==> src/rtl/instr_register_pkg.sv <==
// Shared types for the instruction register and the blocks that drive it.
package instr_register_pkg;

    typedef enum logic [3:0] {
        ZERO,
        PASSA,
        PASSB,
        ADD,
        SUB,
        MULT,
        DIV,
        MOD
    } opcode_t;

    typedef logic signed [31:0] operand_t;
    typedef logic signed [63:0] result_t;
    typedef logic [4:0]         address_t;

    typedef struct packed {
        opcode_t  opc;
        operand_t op_a;
        operand_t op_b;
        result_t  rez_t;
    } instruction_t;

endpackage

==> src/rtl/instr_register_sched_if.sv <==
// Bundle between the requesters, the instruction register and the scheduler.
// master = scheduler side, slave = requesters plus register side.
interface instr_register_sched_if;
    import instr_register_pkg::*;

    logic [1:0]         req_valid;
    logic [1:0]         req_ready;
    opcode_t  [1:0]     req_opcode;
    operand_t [1:0]     req_operand_a;
    operand_t [1:0]     req_operand_b;

    logic               load_en;
    address_t           write_pointer;
    opcode_t            opcode;
    operand_t           operand_a;
    operand_t           operand_b;

    address_t           read_pointer;
    instruction_t       instruction_word;

    logic               rsp_valid;
    logic               rsp_ready;
    logic               rsp_id;
    instruction_t       rsp_word;

    modport master (
        input  req_valid, req_opcode, req_operand_a, req_operand_b,
        input  instruction_word, rsp_ready,
        output req_ready, load_en, write_pointer, opcode, operand_a, operand_b,
        output read_pointer, rsp_valid, rsp_id, rsp_word
    );

    modport slave (
        output req_valid, req_opcode, req_operand_a, req_operand_b,
        output instruction_word, rsp_ready,
        input  req_ready, load_en, write_pointer, opcode, operand_a, operand_b,
        input  read_pointer, rsp_valid, rsp_id, rsp_word
    );

endinterface

==> src/rtl/instr_register_sched.sv <==
// Shares one instruction register between two requesters; INSTR_REG_SCHED_FIXED_PRIO_EN makes requester 0 win ties.
// Latency: load_en the cycle after a request handshake, rsp_valid three cycles after load_en on an empty pipeline.
// Backpressure: req_ready drops when all DEPTH slots are allocated; rsp_valid holds stable until rsp_ready.
module instr_register_sched
    import instr_register_pkg::*;
#(
    parameter int DEPTH = 32,
    parameter int AW    = 5
) (
    input  logic                   clk,
    input  logic                   reset,
    instr_register_sched_if.master bus
);

    localparam logic [1:0]  ST_IDLE  = 2'd0;
    localparam logic [1:0]  ST_FETCH = 2'd1;
    localparam logic [1:0]  ST_RESP  = 2'd2;
    localparam logic [AW:0] CNT_FULL = (AW + 1)'(DEPTH);

    logic [AW-1:0]  alloc_ptr;
    logic [AW-1:0]  rd_ptr;
    logic [AW:0]    alloc_cnt;
    logic [DEPTH-1:0] written;
    logic [DEPTH-1:0] owner;
    logic [1:0]     state;

    logic [1:0]     grant;
    logic [1:0]     ready;
    logic           not_full;
    logic           hs;
    logic           hs_id;
    logic           rsp_done;

    logic           load_en_q;
    logic [AW-1:0]  wr_ptr_q;
    opcode_t        opcode_q;
    operand_t       opa_q;
    operand_t       opb_q;
    instruction_t   rsp_word_q;
    logic           rsp_id_q;

`ifndef INSTR_REG_SCHED_FIXED_PRIO_EN
    logic           last_grant;
`endif

    always_comb begin
        grant = 2'b00;
        case (bus.req_valid)
            2'b01: grant = 2'b01;
            2'b10: grant = 2'b10;
            2'b11: begin
`ifdef INSTR_REG_SCHED_FIXED_PRIO_EN
                grant = 2'b01;
`else
                grant = last_grant ? 2'b01 : 2'b10;
`endif
            end
            default: grant = 2'b00;
        endcase
    end

    // grant is only ever non-zero for a valid requester, so any ready bit is a handshake
    assign not_full = (alloc_cnt < CNT_FULL);
    assign ready    = not_full ? grant : 2'b00;
    assign hs       = |ready;
    assign hs_id    = ready[1];
    assign rsp_done = (state == ST_RESP) && bus.rsp_ready;

    always_ff @(posedge clk) begin
        if (reset) begin
            alloc_ptr  <= '0;
            rd_ptr     <= '0;
            alloc_cnt  <= '0;
            written    <= '0;
            owner      <= '0;
            state      <= ST_IDLE;
            load_en_q  <= 1'b0;
            wr_ptr_q   <= '0;
            opcode_q   <= ZERO;
            opa_q      <= '0;
            opb_q      <= '0;
            rsp_word_q <= '0;
            rsp_id_q   <= 1'b0;
        end else begin
            load_en_q <= hs;
            if (hs) begin
                alloc_ptr        <= alloc_ptr + 1'b1;
                owner[alloc_ptr] <= hs_id;
                wr_ptr_q         <= alloc_ptr;
                opcode_q         <= bus.req_opcode[hs_id];
                opa_q            <= bus.req_operand_a[hs_id];
                opb_q            <= bus.req_operand_b[hs_id];
            end

            case ({hs, rsp_done})
                2'b10:   alloc_cnt <= alloc_cnt + 1'b1;
                2'b01:   alloc_cnt <= alloc_cnt - 1'b1;
                default: alloc_cnt <= alloc_cnt;
            endcase

            // the slot being read is never the slot being committed, so the two updates cannot collide
            if (rsp_done)
                written[rd_ptr] <= 1'b0;
            if (load_en_q)
                written[wr_ptr_q] <= 1'b1;

            case (state)
                ST_IDLE: begin
                    if (written[rd_ptr])
                        state <= ST_FETCH;
                end
                ST_FETCH: begin
                    rsp_word_q <= bus.instruction_word;
                    rsp_id_q   <= owner[rd_ptr];
                    state      <= ST_RESP;
                end
                ST_RESP: begin
                    if (bus.rsp_ready) begin
                        rd_ptr <= rd_ptr + 1'b1;
                        state  <= ST_IDLE;
                    end
                end
                default: state <= ST_IDLE;
            endcase
        end
    end

`ifndef INSTR_REG_SCHED_FIXED_PRIO_EN
    always_ff @(posedge clk) begin
        if (reset)
            last_grant <= 1'b1;
        else if (hs)
            last_grant <= hs_id;
    end
`endif

    assign bus.req_ready     = ready;
    assign bus.load_en       = load_en_q;
    assign bus.write_pointer = wr_ptr_q;
    assign bus.opcode        = opcode_q;
    assign bus.operand_a     = opa_q;
    assign bus.operand_b     = opb_q;
    assign bus.read_pointer  = rd_ptr;
    assign bus.rsp_valid     = (state == ST_RESP);
    assign bus.rsp_id        = rsp_id_q;
    assign bus.rsp_word      = rsp_word_q;

    a_grant_onehot: assert property (@(posedge clk) disable iff (reset) $onehot0(ready));
    a_cnt_bound:    assert property (@(posedge clk) disable iff (reset) alloc_cnt <= CNT_FULL);
    a_rsp_hold:     assert property (@(posedge clk) disable iff (reset)
                        (state == ST_RESP && !bus.rsp_ready) |=>
                        (state == ST_RESP && $stable(rsp_word_q) && $stable(rsp_id_q)));

endmodule

==> src/flat_wrapper.sv <==
// flat-port wrapper written by rule: the top's interface ports become plain ports
module instr_register_sched_flat import instr_register_pkg::*;
#(
    parameter int DEPTH = 32,
    parameter int AW    = 5
)
  (clk, reset, bus_req_valid, bus_req_opcode, bus_req_operand_a, bus_req_operand_b, bus_instruction_word, bus_rsp_ready, bus_req_ready, bus_load_en, bus_write_pointer, bus_opcode, bus_operand_a, bus_operand_b, bus_read_pointer, bus_rsp_valid, bus_rsp_id, bus_rsp_word);
  instr_register_sched_if bus_i ();
  input  logic clk;
  input  logic reset;
  input wire logic [$bits(bus_i.req_valid)-1:0] bus_req_valid;
  input wire logic [$bits(bus_i.req_opcode)-1:0] bus_req_opcode;
  input wire logic [$bits(bus_i.req_operand_a)-1:0] bus_req_operand_a;
  input wire logic [$bits(bus_i.req_operand_b)-1:0] bus_req_operand_b;
  input wire logic [$bits(bus_i.instruction_word)-1:0] bus_instruction_word;
  input wire logic [$bits(bus_i.rsp_ready)-1:0] bus_rsp_ready;
  output wire logic [$bits(bus_i.req_ready)-1:0] bus_req_ready;
  output wire logic [$bits(bus_i.load_en)-1:0] bus_load_en;
  output wire logic [$bits(bus_i.write_pointer)-1:0] bus_write_pointer;
  output wire logic [$bits(bus_i.opcode)-1:0] bus_opcode;
  output wire logic [$bits(bus_i.operand_a)-1:0] bus_operand_a;
  output wire logic [$bits(bus_i.operand_b)-1:0] bus_operand_b;
  output wire logic [$bits(bus_i.read_pointer)-1:0] bus_read_pointer;
  output wire logic [$bits(bus_i.rsp_valid)-1:0] bus_rsp_valid;
  output wire logic [$bits(bus_i.rsp_id)-1:0] bus_rsp_id;
  output wire logic [$bits(bus_i.rsp_word)-1:0] bus_rsp_word;
  assign bus_i.req_valid = bus_req_valid;
  assign bus_i.req_opcode = bus_req_opcode;
  assign bus_i.req_operand_a = bus_req_operand_a;
  assign bus_i.req_operand_b = bus_req_operand_b;
  assign bus_i.instruction_word = bus_instruction_word;
  assign bus_i.rsp_ready = bus_rsp_ready;
  assign bus_req_ready = bus_i.req_ready;
  assign bus_load_en = bus_i.load_en;
  assign bus_write_pointer = bus_i.write_pointer;
  assign bus_opcode = bus_i.opcode;
  assign bus_operand_a = bus_i.operand_a;
  assign bus_operand_b = bus_i.operand_b;
  assign bus_read_pointer = bus_i.read_pointer;
  assign bus_rsp_valid = bus_i.rsp_valid;
  assign bus_rsp_id = bus_i.rsp_id;
  assign bus_rsp_word = bus_i.rsp_word;
  instr_register_sched #(.DEPTH(DEPTH), .AW(AW)) u_core (.clk(clk), .reset(reset), .bus(bus_i));
endmodule
==> config.mk <==
export PLATFORM = sky130hd
export DESIGN_NAME = instr_register_sched_flat
export DESIGN_NICKNAME = d
export VERILOG_FILES = /design/src/rtl/instr_register_pkg.sv /design/src/rtl/instr_register_sched_if.sv /design/src/rtl/instr_register_sched.sv /design/src/flat_wrapper.sv
export SDC_FILE = /design/constraint.sdc
export NUM_CORES = 1
export LEC_CHECK = 0
export CAP_MARGIN = 20
export CORE_MARGIN = 3
export CORE_UTILIZATION = 25
export DETAILED_ROUTE_END_ITERATION = 16
export SYNTH_ARGS = -nofsm -noshare
export SYNTH_HDL_FRONTEND = slang
export SYNTH_SLANG_ARGS = --single-unit
==> constraint.sdc <==
create_clock -name clk -period 5.75 [get_ports clk]
set_input_delay 0.575 -clock clk [delete_from_list [all_inputs] [get_ports clk]]
set_output_delay 0.575 -clock clk [all_outputs]
set_load 0.005 [all_outputs]
Word level (Yosys, flattened, before mapping):

Index checks and enable logic that the tools add are counted.

* output and inout port bits: 215
* RAM bits: 0
* latch bits: 0
* memories kept: 0
* flip-flop bits (word level): 290
* memory bits (read-only): 0
* bits of input ports: 273

* shift-type cells: 0
* equal/unequal tests: 9
* multiplexer cells: 27
* magnitude comparators: 8
* add/subtract/negate cells: 4
* bitwise operators: 3
* divide/modulo/power cells: 0
* reductions and logical operators: 9
* $mul: 0

Operators with widths (number)
* $mux W32: 7
* $and A32 B32 Y32: 1
* $bwmux W32: 1
* $not A32 Y32: 1
* $or A32 B32 Y32: 1
* $lt A5 B6 Y1 const B: 3
* $demux W1 S5: 3
* $ge A5 B1 Y1 const B: 3
* $pmux W2 S3: 2
* $pmux W6 S2: 1
* $add A5 B1 Y5 const B: 2
* $bmux W1 S5: 2
* $eq A2 B2 Y1 const B: 4
* $mux W2: 4
* $mux W4: 2
* $add A6 B1 Y6 const B: 1
* $eq A2 B1 Y1 const B: 3
* $lt A6 B6 Y1 const B: 1
* $sub A6 B1 Y6 const B: 1
* $mux W1: 5
* $logic_and A1 B1 Y1: 4
* $reduce_and A2 Y1: 2
* $logic_not A2 Y1: 1
* $lt A1 B2 Y1 const B: 1
* other kinds (4): 4

Longest topological paths before layout:

* depth after elaboration: 10
* gate-level depth with buffers: 12

Least setup slack after synthesis:

No wires, ideal clock.

* path type: input-to-reg
* start: in bus_req_valid[0]
* end: reg u_core.alloc_cnt[4]
* setup time: 0.132 ns
* stages on the path: 12
* slack: 2.751 ns
* path buffers: 2
* arrival time: 2.867 ns
* path through: o21ba_2 inv_2 clkbuf_1 ha_1 buf_1 xor2_1 ha_1 a21o_1 a221o_1 a21oi_1 or3_1 a21oi_1

* cells in the longest elaborated chain, start to end: 6
* elaborated cells on any way between the ends: 10
* those cells by class: eq/ne (5); mux (3); reduce/logical (2)

Ends and longest elaborated chain
* from (decl): RTL line flat_wrapper.sv:11 `input wire logic [$bits(bus_i.req_valid)-1:0] bus_req_valid;`
* $eq A2 B2 Y1 or $eq A2 B1 Y1 (tied branches): RTL line instr_register_sched.sv:48 `case (bus.req_valid)`
* $pmux W2 S3 *: RTL line instr_register_sched.sv:48
* $mux W2 *: RTL line instr_register_sched.sv:64 `assign ready = not_full ? grant : 2'b00;`
* $reduce_or A2 Y1 *: RTL line instr_register_sched.sv:65 `assign hs = |ready;`
* $eq A2 B1 Y1 or $eq A2 B2 Y1 (tied branches): RTL line instr_register_sched.sv:95 `case ({hs, rsp_done})`
* $pmux W6 S2 or $reduce_bool A2 Y1 (tied branches)
* to (signal assigned): RTL line instr_register_sched.sv:96 `2'b10: alloc_cnt <= alloc_cnt + 1'b1;`
* to (signal assigned): RTL line instr_register_sched.sv:97 `2'b01: alloc_cnt <= alloc_cnt - 1'b1;`
* to (signal assigned): RTL line instr_register_sched.sv:98 `default: alloc_cnt <= alloc_cnt;`
* to (decl): RTL line instr_register_sched.sv:22 `logic [AW:0] alloc_cnt;`

Every way passes the cells marked *; elsewhere a longest branch is shown, timed or not.
A chain may end at the register's enable or synchronous reset.

Final worst setup path:

* start: in bus_req_valid[1]
* end: out bus_req_ready[1]

* cells in the longest elaborated chain, start to end: 3
* elaborated cells on any way between the ends: 5
* those cells by class: eq/ne (3); mux (2)

Ends and longest elaborated chain
* $eq A2 B2 Y1 or $eq A2 B1 Y1 (tied branches): RTL line instr_register_sched.sv:48
* $pmux W2 S3 *: RTL line instr_register_sched.sv:48
* $mux W2 *: RTL line instr_register_sched.sv:64
* to (decl): RTL line flat_wrapper.sv:17 `output wire logic [$bits(bus_i.req_ready)-1:0] bus_req_ready;`

Marked as above.

==> reports/summary.txt <==
status = finished, final reports clean
FF-to-FF End = u_core.alloc_cnt[4]$_SDFFE_PP0P_
row cnt = 78
final worst setup slack = 2800 ps
Clock Sinks = 290
reg2reg setup slack = 2920 ps
drt first pass iters = 5
RD Place Congestion = 0.822
remaining routing DRC violations = 0
DR vias/cell = 4.71
GRT Total Usage = 16.3%
final critical-path share of the clock period = 51.3%
Starting Density = 25.5%
initial DRC count = 799
Hold Crit Endpoint = u_core.bus.rsp_word[64]$_SDFFE_PP0N_
Synth Instances = 1442
area growth from synthesis to layout = 55.6%
Seq cells post-synth = 290
die span in x = 222 um
clk_skew = 20.9 ps
DP Worst Slack = 2340 ps
Final min period = 2950 ps
synth top area cells = dfxtp_1, nand2_1, a21oi_1
Max Slew Vio Count = 0
IO Port Bufs = 487
number of CTS-inserted buffers = 36
post-route ant nets = 0
Core Box Area = 45900 um2
HP Class = reg -> reg
Logic pwr share = 12.6%
Pint = 4.03 mW
CTS Root Buffer Type = clkbuf_16
nets@finish = 2143
final setup violation count = 0
Hold Fails Final Rpt = 0
Final Util = 39.7%
EDFF count, synth = 0
Post-CTS Setup Bufs = 0
peak supply drop = 0.218 mV
largest net degree at the start of global routing = 103
R2R cell count = 10
worst reg2reg path startpoint = u_core.state[1]$_SDFFE_PP0P_
Die Area = 49500 um2
power share of the clock group = 46.3%
WHS Path Cells = 2
CTS H-tree depth = 2
Die Height = 222 um
HPWL Detailed = 30400 um
Worst Setup Start Kind = primary input
Seq/Total Area, Yosys = 49.6%
prevailing post-synth register cell = dfxtp_1
max capacitance violation total = 0
worst hold margin = 450 ps
crit path capture type = output pin
Critical Path RT = 5180 ps
first-pass GRT wire length = 65000 um
CP max FO = 17
mean post-synth cell area = 8.12 um2
Sequential Power Share = 41.0%
P per Cell Area = 289 nW/um2
unrepaired setup endpoints after global routing = no
hold_buf cts = 0
min-delay src = u_core.bus.rsp_word[64]$_SDFFE_PP0N_
clk buf depth = 3
DRT Wirelength = 43300 um
synthesis warning total = 0
DR WL/cell = 17.4 um
CTS tree = done
initial antenna violation count = 2
WS Path Type = in -> out
Synth top area share = 49.6%
Clock transition at path regs = 60 ps
Synth cell types = 48
leading area contributor after synthesis = dfxtp_1
vias in the first global route = 11400
Least-Margin Pin Slew = 1150 ps
most frequent cells in the layout = clkdlybuf4s50_1, nand2_1, dfxtp_1, a21oi_1, o21ai_0
Fmax achieved = 339 MHz
DR vias = 11700
LEAKAGE = 6.27 nW
Post-CTS Resized = 0
fraction of layout cells with a size suffix above 1 = 4.25%
most common cell after layout, fill and taps aside = clkdlybuf4s50_1
GR Overflow Total = 0
Worst slew margin = 23.5%
Mapped Nets = 1726
total negative slack = 0 ps
Sw Pwr = 1.24 mW
Syn Std Cell Area = 11700 um2
# IOs = 488
asr flop ratio synth = 0%
critical path data arrival time = 2370 ps
clk_lat worst skew = 540 ps
switching power share of the total = 23.6%
-- registers in the layout, indices dropped and copies added, names as in the netlist --
name and flops:
u_core.bus.opcode 4, u_core.alloc_cnt 6, u_core.bus.read_pointer 5, u_core.bus.operand_b 32
u_core.alloc_ptr 5, u_core.bus.write_pointer 5, u_core.owner 32, u_core.written 32
u_core.last_grant 1, u_core.bus.load_en 1, u_core.bus.rsp_id 1, u_core.bus.rsp_word 132
u_core.state 2, u_core.bus.operand_a 32
-- stage by stage --
step / area [um2] / power [mW] / instances
after global routing: 18200 / 5.48 / 2486
after CTS: 18200 / 5.36 / 2483
final: 18200 / 5.27 / 2486
after global placement: 17000 / 2.87 / 2420
after floorplan: 11700 / 2.43 / 1442
after detailed placement: 17000 / 2.87 / 2420
-- power by group through the flow --
| stage | combinational (mW) | clock [mW] | sequential [mW] |
|---|---|---|---|
| floorplan | 0.235 | 0 | 2.20 |
| global placement | 0.667 | 0 | 2.20 |
| detailed placement | 0.670 | 0 | 2.20 |
| CTS | 0.675 | 2.52 | 2.16 |
| global route | 0.722 | 2.59 | 2.17 |
| finish | 0.666 | 2.44 | 2.16 |
-- worst max-delay path by stage --
stage                                start                                to  slack, ps  cells past startpoint
final                     bus_req_valid[1]                  bus_req_ready[1]       2800                      4
after global routing      bus_req_valid[1]                  bus_req_ready[1]       2650                      4
after CTS                 bus_req_valid[1]                  bus_req_ready[1]       2710                      4
after detailed placement  bus_req_valid[0]  u_core.alloc_cnt[3]$_SDFFE_PP0P_       2340                      9
after global placement    bus_req_valid[0]  u_core.alloc_cnt[5]$_SDFFE_PP0P_       2380                      8
after floorplan           bus_req_valid[0]  u_core.alloc_cnt[4]$_SDFFE_PP0P_       2750                     12
-- cells by family (layout without fill, tap and decap cells) --
| logic type | after synthesis | in the layout | synth area share, % |
|---|---|---|---|
| other cells | 0 | 2 | 0 |
| flops | 290 | 290 | 49.6 |
| xor+xnor | 9 | 9 | 0.673 |
| buf+inv | 135 | 577 | 4.85 |
| mux | 26 | 26 | 4.15 |
| fa+ha+maj | 11 | 11 | 1.17 |
| compound gates | 387 | 387 | 18.8 |
| simple gates | 584 | 584 | 20.8 |
-- worst max-delay path: stages --
cell and delay, ps:
clkdlybuf4s50_1 500, nand2b_1 120, a21oi_4 430, clkdlybuf4s50_1 720
-- metal layers --
| layer | track usage [%] | vias up | routed length, um |
|---|---|---|---|
| met2 | 29.1 | 464 | 21400 |
| met5 | 0 | - | 0 |
| met3 | 6.02 | 57 | 3970 |
| met4 | 4.41 | 0 | 954 |
| li1 | - | 5738 | - |
| met1 | 18.4 | 5450 | 17000 |
-- area by class of cell --
type                    count  area, um2
well taps                 600        751
inverters                  14       52.6
fillers                  4628      27600
diodes                      2       5.00
multi-input cells        1017       5370
clock inverters            14        253
repair buffers            500       4980
clock buffers              49       1010
flip-flops and latches    290       5810
-- cell usage after synthesis, types with 4 or more instances --
library cell / n
nor2_1: 34
o21ai_0: 91
dfxtp_1: 290
a21oi_1: 199
nand2b_1: 7
nor3_1: 5
a22oi_1: 79
inv_1: 13
nand3_1: 47
xor2_1: 7
buf_1: 8
nand2_1: 445
nor3b_1: 10
clkbuf_2: 5
and3_1: 4
mux2i_1: 10
nand3b_1: 5
ha_1: 11
nor2b_1: 5
mux4_1: 13
clkbuf_1: 83
and2_1: 5
and3b_1: 9
buf_2: 20
Note: power is estimated with default switching activity, not from simulation.
